$ cat src/rtl/fp_pkg.sv
// Shared constants and stage-1 record for the FP multiplier round/pack stage.
// Latency: n/a (package only).
// Backpressure: n/a (package only).
package fp_pkg;

  localparam int          BIAS    = 127;
  localparam int          EXP_MAX = 255;
  localparam logic [31:0] QNAN    = 32'h7FC0_0000;

  // in_special operand classes
  localparam logic [1:0] CLS_NORMAL = 2'b00;
  localparam logic [1:0] CLS_ZERO   = 2'b01;
  localparam logic [1:0] CLS_INF    = 2'b10;
  localparam logic [1:0] CLS_NAN    = 2'b11;

  // Stage-1 contents: exponent already adjusted by the normalizer shift,
  // rounding decision already made, only the increment is left for stage 2.
  typedef struct packed {
    logic        sign;
    logic [1:0]  cls;
    logic [10:0] exp;      // two's complement
    logic [22:0] frac;
    logic        incr;
    logic        inexact;
  } s1_t;

endpackage

$ cat src/rtl/rne_incr.sv
// Round-to-nearest-even incrementer: adds the precomputed round-up bit to {1,fraction}.
// Latency: combinational.
// Backpressure: none (pure logic).
module rne_incr (
  input  logic [23:0] mant_in,
  input  logic        incr,
  output logic [23:0] mant_out,
  output logic        carry
);

  // Single add; the carry-out signals that the mantissa wrapped to 2.0
  always_comb begin
    {carry, mant_out} = {1'b0, mant_in} + {24'd0, incr};
  end

endmodule

$ cat src/rtl/fp_round_pack.sv
// Rounds a normalized product to IEEE single precision and packs it, with sticky flags.
// Latency: 2 cycles from input transfer to out_valid; one result per cycle.
// Backpressure: valid/ready; output register holds while !out_ready, S1 stalls behind it.
module fp_round_pack
  import fp_pkg::*;
(
  input  logic        clk,
  input  logic        rst,
  input  logic        in_valid,
  output logic        in_ready,
  input  logic        in_sign,
  input  logic [9:0]  in_exp,
  input  logic [48:0] in_mant,
  input  logic [8:0]  in_shamt,
  input  logic [1:0]  in_special,
  output logic        out_valid,
  input  logic        out_ready,
  output logic [31:0] out_result,
  output logic [2:0]  out_flags,
  input  logic        flag_clr,
  output logic [2:0]  sticky_flags
);

  localparam logic signed [11:0] EXP_MAX_S = 12'(EXP_MAX);

  s1_t                s1_q, s1_d;
  logic               s1_vld_q, s1_vld_d;
  logic               s2_vld_q, s2_vld_d;
  logic [31:0]        res_q, res_d;
  logic [2:0]         flg_q, flg_d;
  logic [2:0]         sticky_q, sticky_d;
  logic               s2_adv;
  logic               g_bit, r_bit, s_bit;
  logic [23:0]        rnd_mant;
  logic               rnd_carry;
  logic signed [11:0] exp_fin;
  logic [22:0]        frac_fin;
  logic [31:0]        pk_res;
  logic [2:0]         pk_flg;
  logic               lead_unused;

  // The leading one is implied by the packed format and never stored
  assign lead_unused = in_mant[48];

  // Stage 1: handshake and capture with exponent adjust and RNE decision
  always_comb begin
    s2_adv   = !s2_vld_q || out_ready;
    in_ready = !s1_vld_q || s2_adv;
    s1_vld_d = in_ready ? in_valid : s1_vld_q;
    g_bit    = in_mant[24];
    r_bit    = in_mant[23];
    s_bit    = |in_mant[22:0];
    s1_d     = s1_q;
    if (in_valid && in_ready) begin
      s1_d.sign    = in_sign;
      s1_d.cls     = in_special;
      s1_d.exp     = {in_exp[9], in_exp} - {2'b00, in_shamt};
      s1_d.frac    = in_mant[47:25];
      s1_d.incr    = g_bit && (r_bit || s_bit || in_mant[25]);
      s1_d.inexact = g_bit || r_bit || s_bit;
    end
  end

  rne_incr u_rne_incr (
    .mant_in  ({1'b1, s1_q.frac}),
    .incr     (s1_q.incr),
    .mant_out (rnd_mant),
    .carry    (rnd_carry)
  );

  // Stage 2 datapath: renormalize after carry, then classify and pack
  always_comb begin
    exp_fin  = $signed({s1_q.exp[10], s1_q.exp}) + $signed({11'd0, rnd_carry});
    frac_fin = rnd_carry ? rnd_mant[23:1] : rnd_mant[22:0];
    pk_res   = '0;
    pk_flg   = '0;
    case (s1_q.cls)
      CLS_ZERO: pk_res = {s1_q.sign, 31'h0};
      CLS_INF:  pk_res = {s1_q.sign, 8'hFF, 23'h0};
      CLS_NAN:  pk_res = QNAN;
      default: begin
        if (exp_fin >= EXP_MAX_S) begin
          pk_res = {s1_q.sign, 8'hFF, 23'h0};
          pk_flg = 3'b101;
        end else if (exp_fin <= 12'sd0) begin
          pk_res = {s1_q.sign, 31'h0};
          pk_flg = 3'b011;
        end else begin
          pk_res = {s1_q.sign, exp_fin[7:0], frac_fin};
          pk_flg = {2'b00, s1_q.inexact};
        end
      end
    endcase
  end

  // Stage 2 handshake, output hold, and sticky accumulation (clear wins)
  always_comb begin
    s2_vld_d = s2_adv ? s1_vld_q : s2_vld_q;
    res_d    = res_q;
    flg_d    = flg_q;
    if (s2_adv && s1_vld_q) begin
      res_d = pk_res;
      flg_d = pk_flg;
    end
    sticky_d = sticky_q;
    if (flag_clr) begin
      sticky_d = 3'b000;
    end else if (s2_vld_q && out_ready) begin
      sticky_d = sticky_q | flg_q;
    end
  end

  // Pipeline state registers
  always_ff @(posedge clk) begin
    if (rst) begin
      s1_q     <= '0;
      s1_vld_q <= 1'b0;
      s2_vld_q <= 1'b0;
      res_q    <= '0;
      flg_q    <= '0;
      sticky_q <= '0;
    end else begin
      s1_q     <= s1_d;
      s1_vld_q <= s1_vld_d;
      s2_vld_q <= s2_vld_d;
      res_q    <= res_d;
      flg_q    <= flg_d;
      sticky_q <= sticky_d;
    end
  end

  assign out_valid    = s2_vld_q;
  assign out_result   = res_q;
  assign out_flags    = flg_q;
  assign sticky_flags = sticky_q;

endmodule
$ cat config.mk
export PLATFORM = sky130hd
export DESIGN_NAME = fp_round_pack
export DESIGN_NICKNAME = d
export VERILOG_FILES = /design/src/rtl/fp_pkg.sv /design/src/rtl/rne_incr.sv /design/src/rtl/fp_round_pack.sv
export SDC_FILE = /design/constraint.sdc
export NUM_CORES = 1
export LEC_CHECK = 0
export ABC_CLOCK_PERIOD_IN_PS = 3000
export CAP_MARGIN = 25
export CELL_PAD_IN_SITES_DETAIL_PLACEMENT = 1
export CELL_PAD_IN_SITES_GLOBAL_PLACEMENT = 1
export CORE_MARGIN = 4
export CORE_UTILIZATION = 33
export CTS_BUF_LIST = sky130_fd_sc_hd__clkbuf_2 sky130_fd_sc_hd__clkbuf_4 sky130_fd_sc_hd__clkbuf_8
export DETAILED_ROUTE_END_ITERATION = 16
export HOLD_SLACK_MARGIN = 0.03
export PLACE_DENSITY_LB_ADDON = 0.1
export SLEW_MARGIN = 10
export SYNTH_ARGS = -nofsm -noshare
export SYNTH_HDL_FRONTEND = slang
export SYNTH_HIERARCHICAL = 1
export SYNTH_SLANG_ARGS = --single-unit
$ cat constraint.sdc
create_clock -name clk -period 3 [get_ports clk]
set_input_delay 0.6 -clock clk [delete_from_list [all_inputs] [get_ports clk]]
set_output_delay 0.6 -clock clk [all_outputs]
set_load 0.01 [all_outputs]
==> results of run 1 <==
==> what timing repair did <==
item | CTS | global route
setup buffers | 11 | 4
gates cloned | 2 | 0
endpoints found under the setup margin | 33 | 34
gates resized for setup | 19 | 16
pin swaps | 5 | 8
hold buffers | 0 | 0
==> power groups by stage <==
stage | Combinational (uW) | Clock [uW] | Sequential (uW)
finish | 532 | 728 | 1160
global route | 589 | 807 | 1160
CTS | 523 | 763 | 1160
detailed placement | 498 | 0 | 1180
global placement | 485 | 0 | 1170
floorplan | 246 | 0 | 1170
==> registers in the layout, summed over array words and instances, names as in the netlist <==
register      count
out_flags         3
out_valid         1
out_result       32
s1_vld_q          1
s1_q             39
sticky_flags      3
==> logic make-up (layout without fill, tap and decap cells) <==
family / after synthesis / in the layout
buf+inv: 38 / 208
compound gates: 111 / 111
xor+xnor: 31 / 31
other cells: 1 / 3
simple gates: 220 / 220
flops: 79 / 79
fa+ha+maj: 15 / 15
mux: 24 / 24
==> worst max-delay path: stages (launching register included) <==
cell	delay, ns
dfxtp_2	0.36
ha_4	0.15
ha_4	0.14
nand4_4	0.12
nor4_4	0.21
and3_4	0.30
ha_4	0.15
ha_4	0.13
nand4_1	0.18
o31ai_2	0.30
nand2_2	0.09
or4b_4	0.63
buf_12	0.20
o21ai_2	0.13
==> metrics by stage <==
stage / util / std cells / worst slack, ns
floorplan: - / 520 / 0.208
global placement: 0.466 / 829 / -0.101
detailed placement: 0.466 / 829 / -0.268
CTS: 0.498 / 858 / -0.121
global route: 0.506 / 863 / -0.324
finish: 0.506 / 863 / -0.152
==> placed cells by master, fill, tap and decap left out, types with 7 or more instances in the layout <==
| cell | synthesis | layout |
|---|---|---|
| a21oi_1 | 46 | 45 |
| buf_4 | 1 | 60 |
| clkbuf_8 | 0 | 10 |
| clkdlybuf4s50_1 | 0 | 113 |
| dfxtp_1 | 79 | 77 |
| ha_1 | 14 | 9 |
| inv_1 | 13 | 13 |
| mux2i_1 | 24 | 24 |
| nand2_1 | 102 | 101 |
| nand3_1 | 13 | 13 |
| nand4_1 | 9 | 9 |
| nor2_1 | 35 | 35 |
| nor3_1 | 15 | 14 |
| nor4_1 | 8 | 7 |
| o21ai_0 | 11 | 7 |
| o21ai_2 | 19 | 19 |
| xnor2_1 | 24 | 24 |
==> per-layer routing <==
layer  track usage  part of all wire
met5             0                 0
met4        0.0707             0.022
met3        0.0381             0.032
met2         0.351              0.55
met1         0.207              0.40
==> worst max path at each step <==
stage                                from                           to  slack, ns
floorplan           s1_q[17]$_SDFFE_PP0P_  out_result[10]$_SDFFE_PP0P_       0.21
global placement     s1_q[2]$_SDFFE_PP0P_   out_result[0]$_SDFFE_PP0P_      -0.10
finish               s1_q[2]$_SDFFE_PP0P_  out_result[17]$_SDFFE_PP0P_      -0.15
CTS                  s1_q[2]$_SDFFE_PP0P_   out_result[0]$_SDFFE_PP0P_      -0.12
global route         s1_q[2]$_SDFFE_PP0P_   out_result[0]$_SDFFE_PP0P_      -0.32
detailed placement   s1_q[2]$_SDFFE_PP0P_   out_result[0]$_SDFFE_PP0P_      -0.27
==> final cells by class <==
type | count | share of cell area
diodes | 1 | 0.000390
clock buffers | 11 | 0.0226
inverters | 13 | 0.00761
flip-flops and latches | 79 | 0.247
repair buffers | 179 | 0.263
multi-input cells | 403 | 0.421
clock inverters | 5 | 0.00527
well taps | 172 | 0.0336
==> metrics.txt, run 1 <==
DP Area 5910 um2; total gr overflow 0; # setup viols final 23; sequential fraction of the synthesis area 0.370; Max clock buf depth 2; WHS Path Cells 2; largest family of logic cells by synthesized area simple AND/OR/NAND/NOR gates; NetSw 696 uW; post-synth top area cell dfxtp_1; Root Buffer clkbuf_8; footprint of the multi-input gates 2700 um2; Critical Path Sink Type flip-flop; Tightest Pin Transition 0.544 ns; drt drc 0; Reg clk slew, reported paths 0.08 ns; Post-synth EDFFs 0; DRT Pass-1 Iters 4; number of synthesized register bits 79; Async SR Flop Fraction 0; most frequent cell after synthesis nand2_1; synthesized-area fraction occupied by adder cells 0.0457; vias 4277; Clk pwr share 0.301; post-synth cell types 56; Flop pwr share 0.479; Initial Util 0.337; logic gate share of total power 0.220; Hold Worst Slack 0.452 ns; Initial DRC Count 108; Final period util 1.05; hpwl dp 9.99 mm; Total Neg Setup Slack -2.72 ns; antenna violations before repair 1; Setup WS post-layout -0.152 ns; startpoint types flip-flop; Pint 1720 uW; status complete, but fails checks; antenna viol nets, final 0; die footprint 14800 um2; area of the core 12700 um2; Hold Crit Endpoint out_result[1]$_SDFFE_PP0P_; pin count of the biggest net entering global routing 34; clk sink count 79; switching share of power 0.288; Syn Inst Count 519; Design Area, Final 6410 um2; Worst Path Arrival 3.46 ns; overall routing resource usage 0.187; io pins 116; failing checks setup timing; Die Height 122 um; Skew-Pair Late Insertion Delay 0.37 ns; max_cap viols 0; Post-Synth Simple-Gate Area 0.252; drt wl/cell 15.4 um; reg2reg start s1_q[2]$_SDFFE_PP0P_; relative slew slack 0.636; P&R area growth vs syn 50.1%; vias per cell 4.96; Port Buf Inserts 114; CP Data Required Time 3.31 ns; Synth Area in Compound Gates 0.173; clock skew 0.0125 ns; CTS tree done; number of global-route vias before repair 4543; first-pass GRT wire length 22.1 mm; Reg area 1580 um2; r2r setup slk -0.15 ns; maximum VDD drop 251 uV; leakage 0.00242 uW; synth top area cells dfxtp_1, nand2_1, mux2i_1; fillers 1538; hold_sp out_result[1]$_SDFFE_PP0P_; main flop type after synthesis dfxtp_1; total power 2420 uW; Tmin final 3.15 ns; Num CTS Buffers 9; Ys Warns 6; worst-path maximum fanout 12; die width 122 um; post-synthesis cell area 4270 um2; synthesized area per cell 8.23 um2; Tightest Hold Check Type flip-flop to flip-flop; nets 776; Final Hold Vio Count 0; RePlAce Congestion 0.869; max frequency 317 MHz; site row count 41; RR Endpoint out_result[17]$_SDFFE_PP0P_; RSZ-0062 raised after global routing true; cells on worst reg2reg path 13; max-slew violations 0; Synth Area in XOR/XNOR 0.0636; mux cell area share after synthesis 0.0562; worst setup path class flip-flop to flip-flop; H-tree depth 3; top cell type's share of synthesized area 0.370; PD cells 377 nW/um2; Detailed Route WL 13.3 mm; layout cells sized above 1 0.197; most frequent cells after synthesis nand2_1, dfxtp_1, a21oi_1
(Power assumes the default switching activity.)
==> run 2, diff against run 1 <==
Settings changed: CORE_UTILIZATION 33 to 32, CTS_BUF_LIST sky130_fd_sc_hd__clkbuf_2 sky130_fd_sc_hd__clkbuf_4 sky130_fd_sc_hd__clkbuf_8 to unset.
==> run 2 against run 1 <==
Compared with the run above:
- the run still ends with setup timing left
- core utilization grew 0.95 points
- flip-flop and latch count unchanged
- setup slack gained 0.012 ns
- first-iteration DRC count down 41%
- worst hold slack worse by 0.0027 ns
==> metrics.txt, run 2 (synthesis results as in run 1) <==
status complete, but fails checks; failing checks setup timing; # setup viols final 18; uppermost layer routed met4; Skew-Pair Late Insertion Delay 0.35 ns; nets 781; area of the core 12800 um2; die width 124 um; Worst Path Arrival 3.42 ns; hpwl dp 10.3 mm; worst setup path class flip-flop to flip-flop; total power 2960 uW; drt drc 0; Worst path slowest cell or4b_4; Reg clk slew, reported paths 0.06 ns; total gr overflow 0; commonest non-fill, non-tap cells in the layout clkdlybuf4s50_1, nand2_1, dfxtp_1, buf_4, a21oi_1; leakage 0.00252 uW; Initial Util 0.333; largest reg by FF count s1_q; Total Neg Setup Slack -0.809 ns; fillers 1504; vias per cell 4.97; P&R area growth vs syn 54.8%; Die Height 124 um; cell mode on critical path ha_4; commonest non-fill, non-tap cell in the layout clkdlybuf4s50_1; Setup WS post-layout -0.140 ns; Num CTS Buffers 9; placed instance count 832; clk sink count 79; relative slew slack 0.429; max-slew violations 0; Final period util 1.05; Max clock buf depth 2; site row count 41; CTS tree done; antenna viol nets, final 0; Final Hold Vio Count 0; RePlAce Congestion 0.835; CP peak stage delay 0.61 ns; Tightest Pin Transition 0.854 ns; footprint of the multi-input gates 2700 um2; Port Buf Inserts 114; die footprint 15300 um2; PD cells 447 nW/um2; RSZ-0062 raised after global routing true; startpoint types flip-flop; Root Buffer clkbuf_16; max frequency 319 MHz; Largest register FFs 39; first-pass GRT wire length 22.6 mm; maximum VDD drop 453 uV; antenna violations before repair 2; CP Data Required Time 3.28 ns; layout cells sized above 1 0.203; max_cap viols 0; Initial DRC Count 64; clock skew 0.00472 ns; vias 4320; crit path cell chain ha_4 > ha_4 > nand4_4 > nor4_4 > and3_4 > ha_4 > ha_4 > nand4_1 > o31ai_2 > nand2_2 > or4b_4 > buf_12 > buf_16 > o21ai_2; Critical Path Sink Type flip-flop; wl on met1 5.46 mm; met3 WL 385 um; H-tree depth 3; io pins 116; final std cells w/o fill 869; Reg area 1580 um2; Tmin final 3.14 ns; drt wl/cell 16.0 um; overall routing resource usage 0.191; DRT Pass-1 Iters 4; WL met2 7.84 mm; pin count of the biggest net entering global routing 60; worst-path maximum fanout 5; Detailed Route WL 13.9 mm; number of global-route vias before repair 4703; Tightest Hold Check Type flip-flop to flip-flop
==> run 2: cell types whose count changed in the layout (fill, tap and decap cells not counted), moves of 2 or more <==
cell        delta
clkbuf_16      +9
clkbuf_8       -9
a211oi_1       -3
a211oi_2       +3
buf_4          +3
bufinv_16      +3
clkbuf_1       +3
buf_6          +2
clkinv_2       -2
clkinvlp_4     -2
o21ai_0        +2
o21ai_1        -2
==> run 2: report_power, final <==
part	internal, uW	total (uW)	switching (uW)
registers	1100	1160	57.1
logic	293	541	248
clock network	836	1260	421
==> run 2: path summary, 6_finish.rpt <==
| kind | startpoint | endpoint | slack [ns] | cells past startpoint |
|---|---|---|---|---|
| min reg2reg | out_result[8]$_SDFFE_PP0P_ | out_result[8]$_SDFFE_PP0P_ | 0.45 | 2 |
| max reg2reg | s1_q[1]$_SDFFE_PP0P_ | out_result[4]$_SDFFE_PP0P_ | -0.14 | 14 |
| max | s1_q[1]$_SDFFE_PP0P_ | out_result[4]$_SDFFE_PP0P_ | -0.14 | 14 |
| min | out_result[8]$_SDFFE_PP0P_ | out_result[8]$_SDFFE_PP0P_ | 0.45 | 2 |
==> run 2: per-layer routing <==
layer / global-route usage / up-vias
met5: 0 / -
li1: - / 2151
met1: 0.200 / 2094
met3: 0.0439 / 18
met4: 0.0671 / 0
met2: 0.368 / 57
==> run 2: repair_timing <==
action | in CTS | in global routing
gates cloned | 1 | 0
setup endpoints to repair | 33 | 34
pin swaps | 4 | 16
hold buffers | 0 | 0
resized for setup | 14 | 22
buffers inserted | 16 | 4
==> run 2: layout make-up <==
cell class,instances,area share
multi-input combinational,403,0.408
timing repair buffer,184,0.260
sequential,79,0.240
clock buffer,13,0.0379
tap,172,0.0326
clock inverter,3,0.0136
inverter,13,0.00738
antenna,2,0.000757
==> run 2: worst max-delay path: cells and delay by family (launching register included) <==
family	cells	cell delay, ns
AND/OR/NAND/NOR	6	1.44
adder cells (fa/ha/maj)	4	0.57
AO/OA/AOI/OAI	2	0.41
flip-flops	1	0.35
buffers and inverters	2	0.29
==> run 2: through the flow <==
| step | instance area [um2] | util | worst slack (ns) | hold slack [ns] |
|---|---|---|---|---|
| 4_1_cts | 6520 | 0.508 | -0.102 | 0.454 |
| 3_5_place_dp | 5940 | 0.463 | -0.265 | 0.441 |
| 6_report | 6610 | 0.516 | -0.140 | 0.449 |
| 3_3_place_gp | 5940 | 0.463 | -0.147 | 0.437 |
| 2_1_floorplan | 4300 | - | 0.208 | 0.437 |
| 5_1_grt | 6610 | 0.516 | -0.295 | 0.465 |
==> run 3, diff against run 2 <==
Settings changed: CORE_MARGIN 4 to 2.
==> run 3 against run 2 <==
Compared with the run above:
- the run still ends with setup timing left
- maximum frequency grew 0.19%
- global-route usage down 0.23 points
- clock power shrank 6%
- clock skew is 0.0034 ns higher
==> metrics.txt, run 3 (synthesis results as in run 1) <==
status complete, but fails checks; failing checks setup timing; Setup WS post-layout -0.133 ns; RePlAce Congestion 0.809; pin count of the biggest net entering global routing 38; clock skew 0.00815 ns; worst-path maximum fanout 7; die footprint 14300 um2; Initial Util 0.325; Detailed Route WL 12.9 mm; Die Height 120 um; startpoint types flip-flop; Num CTS Buffers 9; H-tree depth 3; DP Area 5920 um2; Critical Path Sink Type flip-flop; antenna violations before repair 0; antenna viol nets, final 0; commonest non-fill, non-tap cells in the layout clkdlybuf4s50_1, nand2_1, dfxtp_1, buf_4, a21oi_1; maximum VDD drop 221 uV; DRT Pass-1 Iters 4; Reg clk slew, reported paths 0.06 ns; drt wl/cell 14.8 um; Final period util 1.04; CTS tree done; hold_buf cts 0; final core occ 0.500; worst setup path class flip-flop to flip-flop; leakage 0.00252 uW; max-slew violations 0; # setup viols final 21; Port Buf Inserts 114; total gr overflow 0; Root Buffer clkbuf_16; Total Neg Setup Slack -2.41 ns; vias per cell 4.93; area of the core 13100 um2; hpwl dp 9.95 mm; Tightest Hold Check Type flip-flop to flip-flop; max frequency 319 MHz; clk sink count 79; P&R area growth vs syn 53.8%; number of global-route vias before repair 4589; Tightest Pin Transition 0.753 ns; io pins 116; relative slew slack 0.497; nets 782; layout cells sized above 1 0.194; drt drc 0; first-pass GRT wire length 21.6 mm; Worst Path Arrival 3.41 ns; Initial DRC Count 104; Final Hold Vio Count 0; total power 2860 uW; diode count 0; Hold Worst Slack 0.450 ns; PD cells 435 nW/um2; CP Data Required Time 3.28 ns; RSZ-0062 raised after global routing true; die width 120 um; overall routing resource usage 0.188; site row count 42; Tmin final 3.13 ns; largest reg by FF count s1_q; vias 4300; commonest non-fill, non-tap cell in the layout clkdlybuf4s50_1; Skew-Pair Late Insertion Delay 0.34 ns; Design Area, Final 6570 um2; Max clock buf depth 2; max_cap viols 0; Largest register FFs 39
## run 3: cell count changes in the layout (fill, tap and decap cells not counted), sizes merged
cell	previous run	this run
clkinv	0	2
diode	2	0
clkinvlp	0	1
bufinv	3	2
clkbuf	13	12
## run 3: timing repair
action | CTS | global route
gates resized for setup | 15 | 5
setup endpoints to repair | 33 | 34
buffers inserted | 17 | 6
pin swaps | 2 | 14
gates cloned | 1 | 1
## run 3: report_power, final
group | total (uW) | internal (uW) | switching, uW
Combinational | 517 | 283 | 235
Sequential | 1160 | 1100 | 54.3
Clock | 1180 | 751 | 431
## run 3: critical path, cell delays in order (launching register included)
cell     delay (ns)
dfxtp_2        0.35
ha_4           0.15
ha_4           0.14
nand4_4        0.12
nor4_4         0.19
and3_4         0.29
ha_4           0.15
ha_4           0.13
buf_4          0.12
xor2_1         0.08
nand4_1        0.14
a211o_1        0.14
nand2_2        0.07
or4b_4         0.58
buf_12         0.17
buf_12         0.13
o21ai_2        0.11
## run 3: worst paths after layout
path	end	start	depth (start not counted)	slack (ns)
worst max-delay path	out_result[20]$_SDFFE_PP0P_	s1_q[2]$_SDFFE_PP0P_	16	-0.13
worst min-delay path	out_result[16]$_SDFFE_PP0P_	out_result[16]$_SDFFE_PP0P_	2	0.45
worst max register to register	out_result[20]$_SDFFE_PP0P_	s1_q[2]$_SDFFE_PP0P_	16	-0.13
worst min register to register	out_result[16]$_SDFFE_PP0P_	out_result[16]$_SDFFE_PP0P_	2	0.45
## run 3: per-stage QoR
step | cells | setup WS [ns]
detailed placement | 833 | -0.307
floorplan | 520 | 0.208
CTS | 867 | -0.0695
finish | 872 | -0.133
global route | 872 | -0.308
global placement | 833 | -0.175
## run 3: final cells by class
class / instances / area (um2)
Clock buffer: 11 / 243
Clock inverter: 5 / 81.3
Fill cell: 1555 / 6570
Inverter: 13 / 48.8
Multi-Input combinational cell: 403 / 2640
Sequential cell: 79 / 1580
Tap cell: 176 / 220
Timing Repair Buffer: 185 / 1760
## run 3: routing by layer
metal / global-route usage / vias to the layer above / routed length [um]
met5: 0 / - / 0
li1: - / 2158 / -
met1: 0.203 / 2051 / 5230
met4: 0.0647 / 0 / 256
met3: 0.0437 / 24 / 441
met2: 0.357 / 67 / 6980
